$ cat src/rtl/axi_lite_pkg.sv
// Shared AXI4-Lite definitions: response codes, FSM encodings and the
// byte-lane merge used when committing strobed writes.
package axi_lite_pkg;

    localparam logic [1:0] RESP_OKAY   = 2'b00;
    localparam logic [1:0] RESP_SLVERR = 2'b10;
    localparam int         ADDR_LSB    = 2;

    typedef enum logic [1:0] {
        WR_IDLE   = 2'b00,
        WR_COMMIT = 2'b01,
        WR_RESP   = 2'b10
    } wr_state_t;

    typedef enum logic {
        RD_IDLE = 1'b0,
        RD_RESP = 1'b1
    } rd_state_t;

    function automatic logic [31:0] byte_merge(input logic [31:0] old_word,
                                               input logic [31:0] new_word,
                                               input logic [3:0]  strb);
        logic [31:0] merged;
        merged = old_word;
        for (int b = 0; b < 4; b++) begin
            if (strb[b]) merged[8*b +: 8] = new_word[8*b +: 8];
        end
        return merged;
    endfunction

endpackage

$ cat src/rtl/axi_lite_slave_wr_fsm.sv
// AXI4-Lite write channel: captures AW and W in either order, raises a one-cycle
// commit strobe with the decoded target, then holds the B response until accepted.
module axi_lite_slave_wr_fsm
    import axi_lite_pkg::*;
#(
    parameter int                    ADDR_WIDTH = 32,
    parameter int                    NUM_REGS   = 8,
    parameter logic [ADDR_WIDTH-1:0] BASEADDR   = '0,
    parameter int                    IDX_W      = (NUM_REGS > 1) ? $clog2(NUM_REGS) : 1
) (
    input  logic                  clk,
    input  logic                  rst,
    input  logic [ADDR_WIDTH-1:0] awaddr,
    input  logic                  awvalid,
    output logic                  awready,
    input  logic [31:0]           wdata,
    input  logic [3:0]            wstrb,
    input  logic                  wvalid,
    output logic                  wready,
    output logic [1:0]            bresp,
    output logic                  bvalid,
    input  logic                  bready,
    output logic                  commit,
    output logic [IDX_W-1:0]      commit_idx,
    output logic [31:0]           commit_data,
    output logic [3:0]            commit_strb,
    output logic                  commit_err
);

    localparam logic [ADDR_WIDTH-1:0] NUM_REGS_W = ADDR_WIDTH'(NUM_REGS);

    wr_state_t             state, state_next;
    logic                  aw_done, w_done;
    logic [ADDR_WIDTH-1:0] addr_q, off, word;
    logic [31:0]           data_q;
    logic [3:0]            strb_q;
    logic                  aw_hs, w_hs;

    assign aw_hs = awvalid && awready;
    assign w_hs  = wvalid && wready;

    assign off         = addr_q - BASEADDR;
    assign word        = off >> ADDR_LSB;
    assign commit      = (state == WR_COMMIT);
    assign commit_idx  = word[IDX_W-1:0];
    assign commit_data = data_q;
    assign commit_strb = strb_q;
    assign commit_err  = !((addr_q >= BASEADDR) && (word < NUM_REGS_W));

    always_ff @(posedge clk or posedge rst) begin
        if (rst) state <= WR_IDLE;
        else     state <= state_next;
    end

    // NOTE: every output of a combinational block gets a default first so no path leaves it unassigned (no latch).
    always_comb begin
        state_next = state;
        case (state)
            WR_IDLE:   if ((aw_done || aw_hs) && (w_done || w_hs)) state_next = WR_COMMIT;
            WR_COMMIT: state_next = WR_RESP;
            WR_RESP:   if (bvalid && bready) state_next = WR_IDLE;
            default:   state_next = WR_IDLE;
        endcase
    end

    // NOTE: clocked state uses non-blocking assignment so every flop samples pre-edge values.
    always_ff @(posedge clk or posedge rst) begin
        if (rst) begin
            awready <= 1'b0;
            wready  <= 1'b0;
            aw_done <= 1'b0;
            w_done  <= 1'b0;
            bvalid  <= 1'b0;
            bresp   <= RESP_OKAY;
            addr_q  <= '0;
            data_q  <= '0;
            strb_q  <= '0;
        end else begin
            case (state)
                WR_IDLE: begin
                    if (aw_hs) begin
                        addr_q  <= awaddr;
                        aw_done <= 1'b1;
                        awready <= 1'b0;
                    end else if (!aw_done) begin
                        awready <= 1'b1;
                    end
                    if (w_hs) begin
                        data_q <= wdata;
                        strb_q <= wstrb;
                        w_done <= 1'b1;
                        wready <= 1'b0;
                    end else if (!w_done) begin
                        wready <= 1'b1;
                    end
                end
                WR_COMMIT: begin
                    bvalid <= 1'b1;
                    bresp  <= commit_err ? RESP_SLVERR : RESP_OKAY;
                end
                WR_RESP: begin
                    if (bready) begin
                        bvalid  <= 1'b0;
                        awready <= 1'b1;
                        wready  <= 1'b1;
                        aw_done <= 1'b0;
                        w_done  <= 1'b0;
                    end
                end
                default: ;
            endcase
        end
    end

endmodule

$ cat src/rtl/axi_lite_slave_regbank.sv
// AXI4-Lite slave with C_NUM_REGS read/write control registers exposed on REG_OUT.
// Define AXI_LITE_REGBANK_WRPULSE_EN to add the per-register REG_WR_PULSE output.
module axi_lite_slave_regbank
    import axi_lite_pkg::*;
#(
    parameter int                            C_S_AXI_ADDR_WIDTH = 32,
    parameter int                            C_S_AXI_DATA_WIDTH = 32,
    parameter int                            C_NUM_REGS         = 8,
    parameter logic [C_S_AXI_ADDR_WIDTH-1:0] C_BASEADDR         = 32'h0000_0000
) (
    input  logic                          S_AXI_ACLK,
    input  logic                          S_AXI_ARESET,
    input  logic [C_S_AXI_ADDR_WIDTH-1:0] S_AXI_AWADDR,
    input  logic [2:0]                    S_AXI_AWPROT,
    input  logic                          S_AXI_AWVALID,
    output logic                          S_AXI_AWREADY,
    input  logic [31:0]                   S_AXI_WDATA,
    input  logic [3:0]                    S_AXI_WSTRB,
    input  logic                          S_AXI_WVALID,
    output logic                          S_AXI_WREADY,
    output logic [1:0]                    S_AXI_BRESP,
    output logic                          S_AXI_BVALID,
    input  logic                          S_AXI_BREADY,
    input  logic [C_S_AXI_ADDR_WIDTH-1:0] S_AXI_ARADDR,
    input  logic [2:0]                    S_AXI_ARPROT,
    input  logic                          S_AXI_ARVALID,
    output logic                          S_AXI_ARREADY,
    output logic [31:0]                   S_AXI_RDATA,
    output logic [1:0]                    S_AXI_RRESP,
    output logic                          S_AXI_RVALID,
    input  logic                          S_AXI_RREADY,
    output logic [32*C_NUM_REGS-1:0]      REG_OUT
`ifdef AXI_LITE_REGBANK_WRPULSE_EN
    ,
    output logic [C_NUM_REGS-1:0]         REG_WR_PULSE
`endif
);

    localparam int IDX_W = (C_NUM_REGS > 1) ? $clog2(C_NUM_REGS) : 1;
    localparam logic [C_S_AXI_ADDR_WIDTH-1:0] NUM_REGS_W = C_S_AXI_ADDR_WIDTH'(C_NUM_REGS);

    logic             clk, rst;
    logic [31:0]      regs [C_NUM_REGS];
    logic             wr_commit, wr_err;
    logic [IDX_W-1:0] wr_idx;
    logic [31:0]      wr_data;
    logic [3:0]       wr_strb;
    logic             unused_prot;

    assign clk         = S_AXI_ACLK;
    assign rst         = S_AXI_ARESET;
    assign unused_prot = &{1'b0, S_AXI_AWPROT, S_AXI_ARPROT, 1'b0};

    axi_lite_slave_wr_fsm #(
        .ADDR_WIDTH (C_S_AXI_ADDR_WIDTH),
        .NUM_REGS   (C_NUM_REGS),
        .BASEADDR   (C_BASEADDR),
        .IDX_W      (IDX_W)
    ) u_wr_fsm (
        .clk         (clk),
        .rst         (rst),
        .awaddr      (S_AXI_AWADDR),
        .awvalid     (S_AXI_AWVALID),
        .awready     (S_AXI_AWREADY),
        .wdata       (S_AXI_WDATA),
        .wstrb       (S_AXI_WSTRB),
        .wvalid      (S_AXI_WVALID),
        .wready      (S_AXI_WREADY),
        .bresp       (S_AXI_BRESP),
        .bvalid      (S_AXI_BVALID),
        .bready      (S_AXI_BREADY),
        .commit      (wr_commit),
        .commit_idx  (wr_idx),
        .commit_data (wr_data),
        .commit_strb (wr_strb),
        .commit_err  (wr_err)
    );

    // NOTE: control registers have defined reset values, so this array is flops with a reset, not a RAM.
    always_ff @(posedge clk or posedge rst) begin
        if (rst) begin
            for (int i = 0; i < C_NUM_REGS; i++) regs[i] <= '0;
        end else if (wr_commit && !wr_err) begin
            regs[wr_idx] <= byte_merge(regs[wr_idx], wr_data, wr_strb);
        end
    end

    always_comb begin
        for (int i = 0; i < C_NUM_REGS; i++) REG_OUT[32*i +: 32] = regs[i];
    end

`ifdef AXI_LITE_REGBANK_WRPULSE_EN
    always_ff @(posedge clk or posedge rst) begin
        if (rst) begin
            REG_WR_PULSE <= '0;
        end else begin
            REG_WR_PULSE <= '0;
            if (wr_commit && !wr_err && (|wr_strb)) REG_WR_PULSE[wr_idx] <= 1'b1;
        end
    end
`endif

    // Read path samples regs before any same-edge commit lands.
    rd_state_t                     rd_state, rd_next;
    logic [C_S_AXI_ADDR_WIDTH-1:0] rd_off, rd_word;
    logic [IDX_W-1:0]              rd_idx;
    logic                          rd_in_range, ar_hs;

    assign ar_hs       = S_AXI_ARVALID && S_AXI_ARREADY;
    assign rd_off      = S_AXI_ARADDR - C_BASEADDR;
    assign rd_word     = rd_off >> ADDR_LSB;
    assign rd_idx      = rd_word[IDX_W-1:0];
    assign rd_in_range = (S_AXI_ARADDR >= C_BASEADDR) && (rd_word < NUM_REGS_W);

    always_ff @(posedge clk or posedge rst) begin
        if (rst) rd_state <= RD_IDLE;
        else     rd_state <= rd_next;
    end

    always_comb begin
        rd_next = rd_state;
        case (rd_state)
            RD_IDLE: if (ar_hs) rd_next = RD_RESP;
            RD_RESP: if (S_AXI_RREADY) rd_next = RD_IDLE;
            default: rd_next = RD_IDLE;
        endcase
    end

    always_ff @(posedge clk or posedge rst) begin
        if (rst) begin
            S_AXI_ARREADY <= 1'b0;
            S_AXI_RVALID  <= 1'b0;
            S_AXI_RDATA   <= '0;
            S_AXI_RRESP   <= RESP_OKAY;
        end else begin
            case (rd_state)
                RD_IDLE: begin
                    if (ar_hs) begin
                        S_AXI_ARREADY <= 1'b0;
                        S_AXI_RVALID  <= 1'b1;
                        S_AXI_RDATA   <= rd_in_range ? regs[rd_idx] : '0;
                        S_AXI_RRESP   <= rd_in_range ? RESP_OKAY : RESP_SLVERR;
                    end else begin
                        S_AXI_ARREADY <= 1'b1;
                    end
                end
                RD_RESP: begin
                    if (S_AXI_RREADY) begin
                        S_AXI_RVALID  <= 1'b0;
                        S_AXI_ARREADY <= 1'b1;
                    end
                end
                default: ;
            endcase
        end
    end

endmodule

$ cat config.mk
export PLATFORM = sky130hd
export DESIGN_NAME = axi_lite_slave_regbank
export DESIGN_NICKNAME = d
export VERILOG_FILES = /design/src/rtl/axi_lite_pkg.sv /design/src/rtl/axi_lite_slave_wr_fsm.sv /design/src/rtl/axi_lite_slave_regbank.sv
export SDC_FILE = /design/constraint.sdc
export NUM_CORES = 1
export LEC_CHECK = 0
export BUFFER_PORTS_ARGS = -buffer_cell sky130_fd_sc_hd__buf_2
export CAP_MARGIN = 20
export CORE_ASPECT_RATIO = 1.5
export CORE_MARGIN = 2
export CORE_UTILIZATION = 47
export CTS_CLUSTER_SIZE = 25
export DETAILED_ROUTE_END_ITERATION = 12
export GPL_ROUTABILITY_DRIVEN = 1
export GPL_TIMING_DRIVEN = 0
export MAX_ROUTING_LAYER = met4
export PLACE_DENSITY = 0.7
export SLEW_MARGIN = 20
export SYNTH_ARGS = -nofsm -noshare
export SYNTH_HDL_FRONTEND = slang
export SYNTH_SLANG_ARGS = --single-unit
$ cat constraint.sdc
create_clock -name S_AXI_ACLK -period 15.6 [get_ports S_AXI_ACLK]
set_clock_uncertainty 0.2 [all_clocks]
set_input_delay 0.78 -clock S_AXI_ACLK [delete_from_list [all_inputs] [get_ports S_AXI_ACLK]]
set_output_delay 0.78 -clock S_AXI_ACLK [all_outputs]
set_load 0.005 [all_outputs]
==> results.toml <==
[status]
status = "completed"

[grt]
grt_max_degree = 97
grt_pass1_wl_um = 90900
grt.total_usage_pct = 30.3
antenna_found_initial = 2
grt_pass1_vias = 13900
grt_overflow_total = 0

[pwr]
leakage_nw = 11.7
pwr-share-clk_pct = 32.9
power.switching_w = 0.00102
seqPwrFrac_pct = 38.3
power_density_nw_per_um2 = 129
peakVddDrop_v = 0.0000817
p_total_w = 0.00297
swShare_pct = 34.2
comb_power_share_pct = 28.7
p_int_w = 0.00195

[floorplan]
dieArea_um2 = 42100
start_util_pct = 47.4
die_h_um = 250
die_w_um = 168
rows = 90
io_pins = 410
core_um2 = 40100

[sta]
timing.setup.tns_ps = 0
fin_hold_ws_ps = 132
grt_setup_unrepaired = "no"
fmax_ghz = 0.356
slew_violations = 0
worst_slew_pin_slew_ps = 1070
slew_headroom_pct = 28.7
setup_viol = 0
layout_min_cycle_time_ps = 2810
post-route-period-util_pct = 18.0
hold_viol = 0

[worst_hold_path]
hold_class = "input port to asynchronous set/reset pin"

[worst_setup_path]
cp.required_ps = 15880
crit_slowest_cell = "clkbuf_1"
r2r_cells = 6
start_kind = "flip-flop"
end_kind = "flip-flop"
r2r-end = "REG_OUT[249]"
reg2reg_slack_ps = 12790
timing.rr.start = "u_wr_fsm.addr_q[4]"
crit_chain = "and2_2 -> buf_4 -> clkbuf_1 -> a222oi_1 -> a21oi_1 -> mux2_2"
crit_fanout = 10
worst_ep_arrival_time_ps = 3080
crit_type = "flip-flop to flip-flop"
worst_path_largest_cell_delay_ps = 660

[place]
post_dp_cell_area_um2 = 21700
numPortBuffers = 394
hpwl_um = 43700
gp_congestion = 0.820

[synth]
ys_seq_area_share_pct = 48.2
syn_inst = 1273
synth_edf_count = 0
avgSynthCellArea_um2 = 14.9
ys_types = 41
async_flop_share_pct = 100
synth_ff_type = "dfrtp_1"
synth_seq_cells = 366
synthesis.area_um2 = 19000
ys_warn_count = 0

[clock_network]
postCtsSetupBuffers = 0
cts_inserted_buffers = 38
cts-root-buf = "clkbuf_16"
cts_resized = 0
htree_num_levels = 2
clock_sinks = 366
cts_hold_buf = 0
clock_path_buffers = 3
clock_latency_ps = 550
path_clk_slew_ps = 60
tritoncts = "yes"

[job]
cap_viol_max_count = 0

[detailed_routing]
drc = 0
vias_per_cell = 5.95
wl_um = 62500
wl_per_cell_um = 27.8
firstDrtPassIters = 7
num_vias = 13400
postRouteAntennaNets = 0
drt_iter0_drc = 882

[cells_and_area]
drive_above_1_share_pct = 64.0
nets = 1824
design_area_um2 = 23000
area_growth_pct = 21.3
synth_stat cells, types with 16 or more instances:
master / n / area (µm²)
mux2i_1: 32 / 320
o21ai_0: 33 / 165
dfrtp_1: 366 / 9160
buf_2: 34 / 170
mux2_2: 330 / 3720
and2b_2: 31 / 272
mux4_2: 64 / 1440
buf_6: 16 / 180
a222oi_1: 32 / 320
clkbuf_1: 28 / 105
a21oi_2: 25 / 219
mux2_4: 120 / 1800
a21oi_1: 48 / 240
nand2_1: 40 / 150
per-layer routing:
layer	up-vias	wire length, µm	global-route usage [%]
met5	-	0	-
met4	0	3250	14.3
met3	175	4100	5.51
met2	605	31400	50.3
met1	6880	23800	35.7
li1	5699	-	-
worst max-delay path: cells and delay by family, from the launching register on:
family	cells	cell delay, ps
AOI/OAI and AO/OA	2	820
buffers and inverters	2	850
DFF	1	410
muxes	1	270
and+or+nand+nor	1	160
final cells by class:
cell class	count	area [µm²]
Fill cell	3346	17100
Multi-Input combinational cell	807	9210
Sequential cell	366	9160
Timing Repair Buffer	397	2050
Clock buffer	58	1210
Tap cell	506	633
Buffer	95	614
Clock inverter	8	123
Inverter	6	30.0
Antenna cell	1	2.50
worst max-delay path by stage:
stage	startpoint	to	slack (ps)
final	u_wr_fsm.addr_q[4]	REG_OUT[249]	12790
after global routing	rd_state	S_AXI_RDATA[16]	12680
after detailed placement	S_AXI_ARADDR[29]	S_AXI_RDATA[16]	12410
after floorplan	S_AXI_ARESET	REG_OUT[0]	4460
after global placement	S_AXI_ARESET	REG_OUT[22]	500
after CTS	rd_state	S_AXI_RDATA[16]	12860
state kept, by name (all words and copies together) (netlist names):
signal                count
u_wr_fsm.awready          1
u_wr_fsm.commit_strb      4
S_AXI_RDATA              32
REG_OUT                 256
u_wr_fsm.state            2
S_AXI_ARREADY             1
u_wr_fsm.commit_data     32
u_wr_fsm.bvalid           1
u_wr_fsm.addr_q          30
S_AXI_RVALID              1
u_wr_fsm.aw_done          1
rd_state                  1
u_wr_fsm.wready           1
u_wr_fsm.w_done           1
u_wr_fsm.bresp            1
S_AXI_RRESP               1
placed cells by master (no fill, tap or decap), types with 3 or more instances in the layout:
cell	instances
a21o_1	3
a21oi_1	48
a21oi_2	25
a222oi_1	32
and2b_2	31
and4_1	3
buf_1	5
buf_12	4
buf_16	3
buf_2	428
buf_4	8
buf_6	16
bufinv_16	3
clkbuf_1	33
clkbuf_16	41
clkbuf_8	12
clkinv_2	3
dfrtp_1	366
inv_1	5
mux2_2	330
mux2_4	120
mux2i_1	32
mux4_2	64
nand2_1	40
nand4_4	5
nor2_1	4
nor4_1	8
nor4_4	4
nor4b_4	3
o21ai_0	33
power by group through the flow:
stage                     combinational [W]  clock, W  sequential (W)
after floorplan                    0.000581         0         0.00112
after global placement             0.000822         0         0.00115
after detailed placement           0.000846         0         0.00115
after CTS                          0.000849  0.000989         0.00114
after global routing               0.000901   0.00103         0.00115
final                              0.000854  0.000979         0.00114
per-stage QoR:
stage | setup slack [ps] | std cells | util [%]
after floorplan | 4460 | 1274 | -
after global placement | 500 | 2174 | 53.9
after detailed placement | 12410 | 2177 | 54.1
after CTS | 12860 | 2243 | 57.5
after global routing | 12680 | 2244 | 57.5
final | 12790 | 2244 | 57.5
cells by family (layout without fill, tap and decap cells):
| logic type | count (synthesis) | count (layout) | synth area share [%] |
|---|---|---|---|
| compound gates | 144 | 144 | 5.22 |
| buf+inv | 101 | 564 | 3.35 |
| flops | 366 | 366 | 48.2 |
| mux | 546 | 546 | 38.3 |
| other cells | 1 | 3 | 0.0197 |
| simple gates | 115 | 115 | 4.86 |
Power figures use the tool's default switching activity.
